<file path="config.mk">
export PLATFORM = sky130hd
export DESIGN_NAME = vscpu_mem_sequencer
export DESIGN_NICKNAME = d
export VERILOG_FILES = /design/src/rtl/vscpu_mem_sequencer.sv
export SDC_FILE = /design/constraint.sdc
export NUM_CORES = 1
export LEC_CHECK = 0
export ABC_AREA = 1
export BUFFER_PORTS_ARGS = -buffer_cell sky130_fd_sc_hd__buf_2
export CAP_MARGIN = 20
export CORE_AREA = 3 3 143 145
export DETAILED_ROUTE_END_ITERATION = 6
export DIE_AREA = 0 0 146 148
export HOLD_SLACK_MARGIN = 0.12
export SKIP_LAST_GASP = 1
export SYNTH_ARGS = -nofsm -noshare
export SYNTH_HDL_FRONTEND = slang
export SYNTH_SLANG_ARGS = --single-unit
export TNS_END_PERCENT = 1
</file>
<file path="constraint.sdc">
create_clock -name clk -period 2.26 [get_ports clk]
set_input_delay 0 -clock clk [delete_from_list [all_inputs] [get_ports clk]]
set_output_delay 0 -clock clk [all_outputs]
set_load 0.005 [all_outputs]
</file>
<file path="src/rtl/vscpu_mem_sequencer.sv">
// Run controller and single-port RAM owner: host WRITE/READ/RUN/STOP, CPU muxed onto RAM only in RUN.
// WRITE commits 1 cycle after accept, READ data returns 2 cycles after accept; only STOP is accepted mid-run.
module vscpu_mem_sequencer #(
  parameter int ADDR_W = 14,
  parameter int DATA_W = 32,
  parameter int CNT_W  = 24
) (
  input  logic              clk,
  input  logic              rst,
  input  logic              host_cmd_valid,
  output logic              host_cmd_ready,
  input  logic [1:0]        host_cmd_op,
  input  logic [ADDR_W-1:0] host_addr,
  input  logic [DATA_W-1:0] host_wdata,
  input  logic [CNT_W-1:0]  run_cycles,
  output logic              host_rsp_valid,
  output logic [DATA_W-1:0] host_rsp_data,
  output logic              busy,
  output logic              done,
  output logic              halt_by_limit,
  output logic [CNT_W-1:0]  cycle_count,
  output logic              cpu_rst,
  input  logic              cpu_wrEn,
  input  logic [ADDR_W-1:0] cpu_addr,
  input  logic [DATA_W-1:0] cpu_wdata,
  output logic [DATA_W-1:0] cpu_rdata,
  output logic              ram_we,
  output logic [ADDR_W-1:0] ram_addr,
  output logic [DATA_W-1:0] ram_wdata,
  input  logic [DATA_W-1:0] ram_rdata
);

  localparam logic [1:0] OP_WRITE = 2'b00;
  localparam logic [1:0] OP_READ  = 2'b01;
  localparam logic [1:0] OP_RUN   = 2'b10;
  localparam logic [1:0] OP_STOP  = 2'b11;

  typedef enum logic [2:0] {
    S_IDLE, S_HWR, S_HRD, S_HRSP, S_CPURST, S_RUN, S_HALT
  } state_t;

  state_t              state_q, state_d;
  logic [ADDR_W-1:0]   addr_q, addr_d;
  logic [DATA_W-1:0]   wdata_q, wdata_d;
  logic [CNT_W-1:0]    limit_q, limit_d;
  logic [CNT_W-1:0]    cycle_count_q, cycle_count_d;
  logic                halt_by_limit_q, halt_by_limit_d;
  logic [CNT_W-1:0]    cnt_inc;
  logic                limit_hit;
  logic                stop_req;

  assign cnt_inc   = cycle_count_q + CNT_W'(1);
  assign limit_hit = (limit_q != '0) && (cnt_inc == limit_q);
  assign stop_req  = host_cmd_valid && (host_cmd_op == OP_STOP);

  always_comb begin
    state_d         = state_q;
    addr_d          = addr_q;
    wdata_d         = wdata_q;
    limit_d         = limit_q;
    cycle_count_d   = cycle_count_q;
    halt_by_limit_d = halt_by_limit_q;
    host_cmd_ready  = 1'b0;
    ram_we          = 1'b0;
    ram_addr        = '0;
    ram_wdata       = '0;
    case (state_q)
      S_IDLE: begin
        host_cmd_ready = 1'b1;
        if (host_cmd_valid) begin
          addr_d  = host_addr;
          wdata_d = host_wdata;
          case (host_cmd_op)
            OP_WRITE: state_d = S_HWR;
            OP_READ:  state_d = S_HRD;
            OP_RUN: begin
              limit_d       = run_cycles;
              cycle_count_d = '0;
              state_d       = S_CPURST;
            end
            default: state_d = S_IDLE;
          endcase
        end
      end
      S_HWR: begin
        ram_we    = 1'b1;
        ram_addr  = addr_q;
        ram_wdata = wdata_q;
        state_d   = S_IDLE;
      end
      S_HRD: begin
        ram_addr = addr_q;
        state_d  = S_HRSP;
      end
      S_HRSP:   state_d = S_IDLE;
      S_CPURST: state_d = S_RUN;
      S_RUN: begin
        // CPU owns the RAM port; its write in the final cycle still lands.
        host_cmd_ready = stop_req;
        ram_we         = cpu_wrEn;
        ram_addr       = cpu_addr;
        ram_wdata      = cpu_wdata;
        cycle_count_d  = cnt_inc;
        if (limit_hit || stop_req) begin
          state_d         = S_HALT;
          halt_by_limit_d = limit_hit;
        end
      end
      S_HALT:  state_d = S_IDLE;
      default: state_d = S_IDLE;
    endcase
  end

  always_ff @(posedge clk) begin
    if (rst) begin
      state_q         <= S_IDLE;
      addr_q          <= '0;
      wdata_q         <= '0;
      limit_q         <= '0;
      cycle_count_q   <= '0;
      halt_by_limit_q <= 1'b0;
    end else begin
      state_q         <= state_d;
      addr_q          <= addr_d;
      wdata_q         <= wdata_d;
      limit_q         <= limit_d;
      cycle_count_q   <= cycle_count_d;
      halt_by_limit_q <= halt_by_limit_d;
    end
  end

  assign host_rsp_valid = (state_q == S_HRSP);
  assign host_rsp_data  = (state_q == S_HRSP) ? ram_rdata : '0;
  assign busy           = (state_q != S_IDLE);
  assign done           = (state_q == S_HALT);
  assign halt_by_limit  = halt_by_limit_q;
  assign cycle_count    = cycle_count_q;
  assign cpu_rst        = (state_q != S_RUN);
  assign cpu_rdata      = ram_rdata;

endmodule

</file>
== Word-level counts from Yosys, hierarchy flattened ==
Cells that the tools add are included.

* Equal/unequal tests: 14
* Reduce and logical (&&, ||, !) cells: 14
* Mux-type cells: 12
* $add $sub $neg: 1

{| class="wikitable"
|+ Operators by type and width
! kind !! count
|-
| one-hot mux 32 bit (2 select lines) || 1
|-
| 2-to-1 mux 24 bit || 2
|-
| one-hot mux 24 bit (2 select lines) || 1
|-
| 2-to-1 mux 32 bit || 1
|-
| one-hot mux 14 bit (2 select lines) || 1
|-
| adder 24 x 1 -> 24 bit (second input constant) || 1
|-
| == test 24 bit || 1
|-
| nonzero test 24 bit || 1
|-
| one-hot mux 3 bit (4 select lines) || 1
|-
| == test 3 bit (second input constant) || 3
|-
| one-hot mux 3 bit (3 select lines) || 1
|-
| == test 3 x 2 -> 1 bit (second input constant) || 2
|-
| 2-to-1 mux 3 bit || 2
|-
| AND reduction 2 bit || 3
|-
| AND reduction 3 bit || 2
|-
| == test 2 bit (second input constant) || 2
|-
| inequality test 2 bit (second input constant) || 2
|-
| one-hot mux 1 bit (2 select lines) || 2
|-
| == test 3 x 1 -> 1 bit (second input constant) || 1
|-
| zero test 3 bit || 1
|-
| inequality test 3 bit (second input constant) || 1
|-
| nonzero test 3 bit || 1
|-
| == test 2 x 1 -> 1 bit (second input constant) || 1
|-
| logical AND 1 bit || 2
|-
| other kinds (5) || 5
|}

* Input port bits: 154
* Register bits after elaboration: 98
* Word-level logic and storage cells: 47

== Depth between registers and ports, before layout ==
* Depth after elaboration: 6
* Mapped depth: 18
* Mapped depth without buffers: 18

== Least setup slack after synthesis ==
Ideal clock, no wire load.

* Path type: flip-flop to flip-flop
* From: reg cycle_count_q[0] (netlist: cycle_count[0])
* To: reg state_q[0]
* Data arrival time: 1.789 ns
* Setup time: 0.109 ns
* Buffers on the path: 0
* Slack: 0.362 ns
* Period minus slack after synthesis: 1.898 ns
* Stages on the path, launching flop included: 14
* Path through: dfxtp_1 ha_1 nand2_1 nor2_4 nand3b_1 nor2_1 xnor3_1 nand3_1 nor2_1 nand2_1 nand2_1 o21ai_1 nand2_1 inv_1

* Cells in the longest elaborated chain, start to end: 6

{| class="wikitable"
|+ Ends and longest elaborated chain
! element !! RTL line !! RTL
|-
| start: declaration || 46 || <nowiki>logic [CNT_W-1:0] cycle_count_q, cycle_count_d;</nowiki>
|-
| start signal: assignment || 127 || <nowiki>cycle_count_q <= cycle_count_d;</nowiki>
|-
| adder 24 x 1 -> 24 bit || 52 || <nowiki>assign cnt_inc = cycle_count_q + CNT_W'(1);</nowiki>
|-
| == test 24 bit || 53 || <nowiki>assign limit_hit = (limit_q != '0) && (cnt_inc == limit_q);</nowiki>
|-
| logical AND 1 bit || 53 ||
|-
| logical OR 1 bit || 104 || <nowiki>if (limit_hit || stop_req) begin</nowiki>
|-
| inequality test 2 bit (no line) || - ||
|-
| AND reduction 2 bit (no line) || - ||
|-
| end signal: assignment || 123 || <nowiki>state_q <= state_d;</nowiki>
|-
| end: declaration || 42 || <nowiki>state_t state_q, state_d;</nowiki>
|}

Every way passes these cells.
A chain may end at the register's enable or synchronous reset.

== Worst setup path after layout ==
Ends and elaborated chain as after synthesis.

==> impl_results.md <==
- Status: completed
- Hold crit path type: input port to flip-flop
- Design area: around 8500 um^2
- Power density over the cells: 524 nW/um^2
- Syn Area/Cell: 6.24 um^2
- # IOs: 295
- Die width: 146 um
- Critical path arrival: 2340 ps
- Fin worst setup slack: 163 ps
- Launch point of the worst reg-to-reg path: cycle_count[0]$_SDFFE_PP0P_
- Worst Max-Slew Pin Slew: 892 ps
- CP required: about 2500 ps
- Layout cells sized above 1: 29.5%
- First-pass GRT wire length: between 30000 and 40000 um
- P_leak: 4.10 nW
- Initial Util: 29.7%
- R2r worst-path depth: 14
- Grt met2 use: 30.3%
- DRT Pass-1 Iters: 5
- Clk_lat worst skew: 350 ps
- H-tree depth: 3
- CTS Buf Count: 9
- Register area share after synthesis: 34.2%
- Dpl hpwl: around 15000 um
- Fmax: around 480 MHz
- Pre-CTS setup slack: 8.14 ps
- R2r endpoint: state_q[0]$_SDFFE_PP0P_
- Clk sinks: 98
- Register area: 1970 um^2
- Placer congestion estimate: 0.884
- Fillers: 2038
- GRT busiest layer: met2
- Most instantiated cells after synthesis: nand2_1 (208), inv_1 (138), o21ai_0 (119)
- RSZ-0062 raised after global routing: true
- CTS tree: built
- Mapped cell area: ~5700 um^2
- Crit path capture: state_q[0]$_SDFFE_PP0P_
- Most common cell in the netlist: nand2_1
- Number of global-route vias before repair: ~6400
- Congestion Overflow GR: 0
- Crit path capture type: flip-flop
- Final setup vio count: 0
- Die H: 148 um
- Drc violations: 0
- Clock-pin slew on the worst setup and hold paths: 70 ps
- Crit-path max FO: 5
- Critical path class: flip-flop to flip-flop
- DIE AREA: 21600 um^2
- Synth area leader: dfxtp_1
- R2R Setup Slk: 160 ps
- Placed Instances: 1428
- Max Root-Sink Buffers: 2
- Ys flop type: dfxtp_1
- ANT cells: 0
- Via density: 4.51
- Max cap viols: 0
- Worst Skew: 9.87 ps
- Synth Net Count: 1075
- Placed instance area: 7350 um^2
- Final hold viol count: 0
- Crit path launch type: flip-flop
- Synth area leaders: dfxtp_1 (34%), nand2_1 (14%), o21ai_0 (10%), inv_1 (9.0%), a21oi_1 (8.0%)
- Seq cells post-synth: 98
- Area grow syn2layout: 48.0%
- Async set-or-reset flop fraction in the synthesized netlist: 0%
- Number of antenna violations at the first check in global routing: 0
- Final worst-path cycle share: 92.8%
- Tot GR Track Use: 18.2%
- Multi-input logic area: 2900 um^2
- GRT met1 Usage: 24.5%
- Distinct cell type count after synthesis: 28
- Met3 Use GR: 3.13%
- Final WL: 20700 um
- Clock root cell: clkbuf_16
- Row count: 51
- Share of the synthesized area in the top cell type: 34.2%
- Wire per inst: roughly 14 um
- Largest net degree at the start of global routing: 93
- Initial DRC Count: 353
- EDFF count, synth: 0
- Post-route minimum period: 2100 ps
- Final Non-Filler Cells: 1521
- I/O Buffers: 294
- Rel. slew slack: 40.4%
- CP Launch Point: cycle_count[0]$_SDFFE_PP0P_
- Worst vdd ir: 0.000308 V
- Vias: just under 7000
- Fin. max-slew vios: 0
- Core area: slightly below 20000 um^2
- Mapped Cells: 920
- Nets@finish: around 1400
- Ys Warns: 0
- Routed Antenna Nets: 0
-- where the power goes --
| part | leakage (nW) | total [W] | internal (W) | switching, W |
|---|---|---|---|---|
| Sequential | 0.806 | 0.00190 | 0.00185 | 0.0000493 |
| Combinational | 3.14 | 0.000854 | 0.000394 | 0.000460 |
| Clock | 0.157 | 0.00170 | 0.000981 | 0.000717 |
| Total | 4.10 | 0.00445 | 0.00322 | 0.00123 |
-- state kept, by name, summed over array words and instances (netlist names) --
signal	flops
limit_q	24
wdata_q	32
cycle_count	24
state_q	3
halt_by_limit	1
addr_q	14
-- metal layers --
| metal | part of all wire, % | vias to the layer above | wire length (um) |
|---|---|---|---|
| li1 | - | 3524 | - |
| met1 | 45 | 3057 | 9350 |
| met2 | 47 | 262 | 9680 |
| met3 | 6.5 | 21 | 1360 |
| met4 | 1.7 | 0 | 348 |
| met5 | 0 | - | 0 |
-- stage by stage --
stage                     setup TNS (ps)  total power (W)  hold WS [ps]  util [%]
after detailed placement               0          0.00268           182      38.0
after global placement                 0          0.00267           181      38.0
after global routing               -22.1          0.00469           188      43.9
final                                  0          0.00445           161      43.9
after CTS                              0          0.00449           154      43.5
after floorplan                        0          0.00234          70.7         -
-- worst max-delay path: stages (launching register included) --
cell	delay (ps)
dfxtp_2	350
ha_4	170
nand2_2	100
nor2_4	200
nand3b_1	140
buf_4	160
nor2_1	150
xnor3_1	160
nand3_1	70
nor2_1	160
nand2_1	90
nand2_1	80
o21ai_1	60
nand2_1	60
inv_1	30
-- area by class of cell --
class,count,share of cell area [%]
multi-input cells,609,34.2
repair buffers,392,28.6
flip-flops and latches,98,23.2
inverters,140,6.23
well taps,265,3.90
clock buffers,9,2.65
clock inverters,7,1.16
repair inverters,1,0.0884
-- worst min-delay path by stage --
stage / from / endpoint / slack (ps) / depth (start not counted)
3_5_place_dp: ram_rdata[31] / cpu_rdata[31] / 180 / 2
5_1_grt: ram_rdata[31] / cpu_rdata[31] / 190 / 2
3_3_place_gp: ram_rdata[12] / cpu_rdata[12] / 180 / 2
6_report: host_cmd_op[0] / state_q[1]$_SDFFE_PP0P_ / 160 / 5
2_1_floorplan: ram_rdata[0] / host_rsp_data[0] / 70 / 2
4_1_cts: host_cmd_op[0] / state_q[1]$_SDFFE_PP0P_ / 150 / 5
-- cell families (layout without fill, tap and decap cells) --
kind of cell	Yosys count	in the layout	share of synthesized area (%)
DFF	98	98	34.2
xor gates and xnor gates	10	10	2.51
buffers and inverters	213	549	16.2
and+or+nand+nor	382	382	28.0
adders and majority gates	1	1	0.218
AOI/OAI and AO/OA	216	216	18.9
-- placed cells by master, fill, tap and decap left out, drive strengths merged --
cell type and instances:
clkinvlp 3, clkbuf 9, inv 141, nor2 105
buf 318, xnor3 3, nand2 213, xor2 4
bufinv 2, nand4 5, xnor2 2, o21ai 122
o31ai 1, ha 1, xor3 1, o211ai 1
clkinv 2, nand3b 6, a21oi 92, nor3 5
nand3 48, dfxtp 98, dlygate4sd3 74
-- timing repair --
item | 4_1_cts | 5_1_grt
gates cloned | 0 | 1
endpoints found under the setup margin | 1 | 4
gates resized for setup | 1 | 18
endpoints found under the hold margin | 73 | 0
buffers inserted | 0 | 2
pin swaps | 0 | 5
hold buffers | 74 | 0
(Power assumes the default switching activity.)
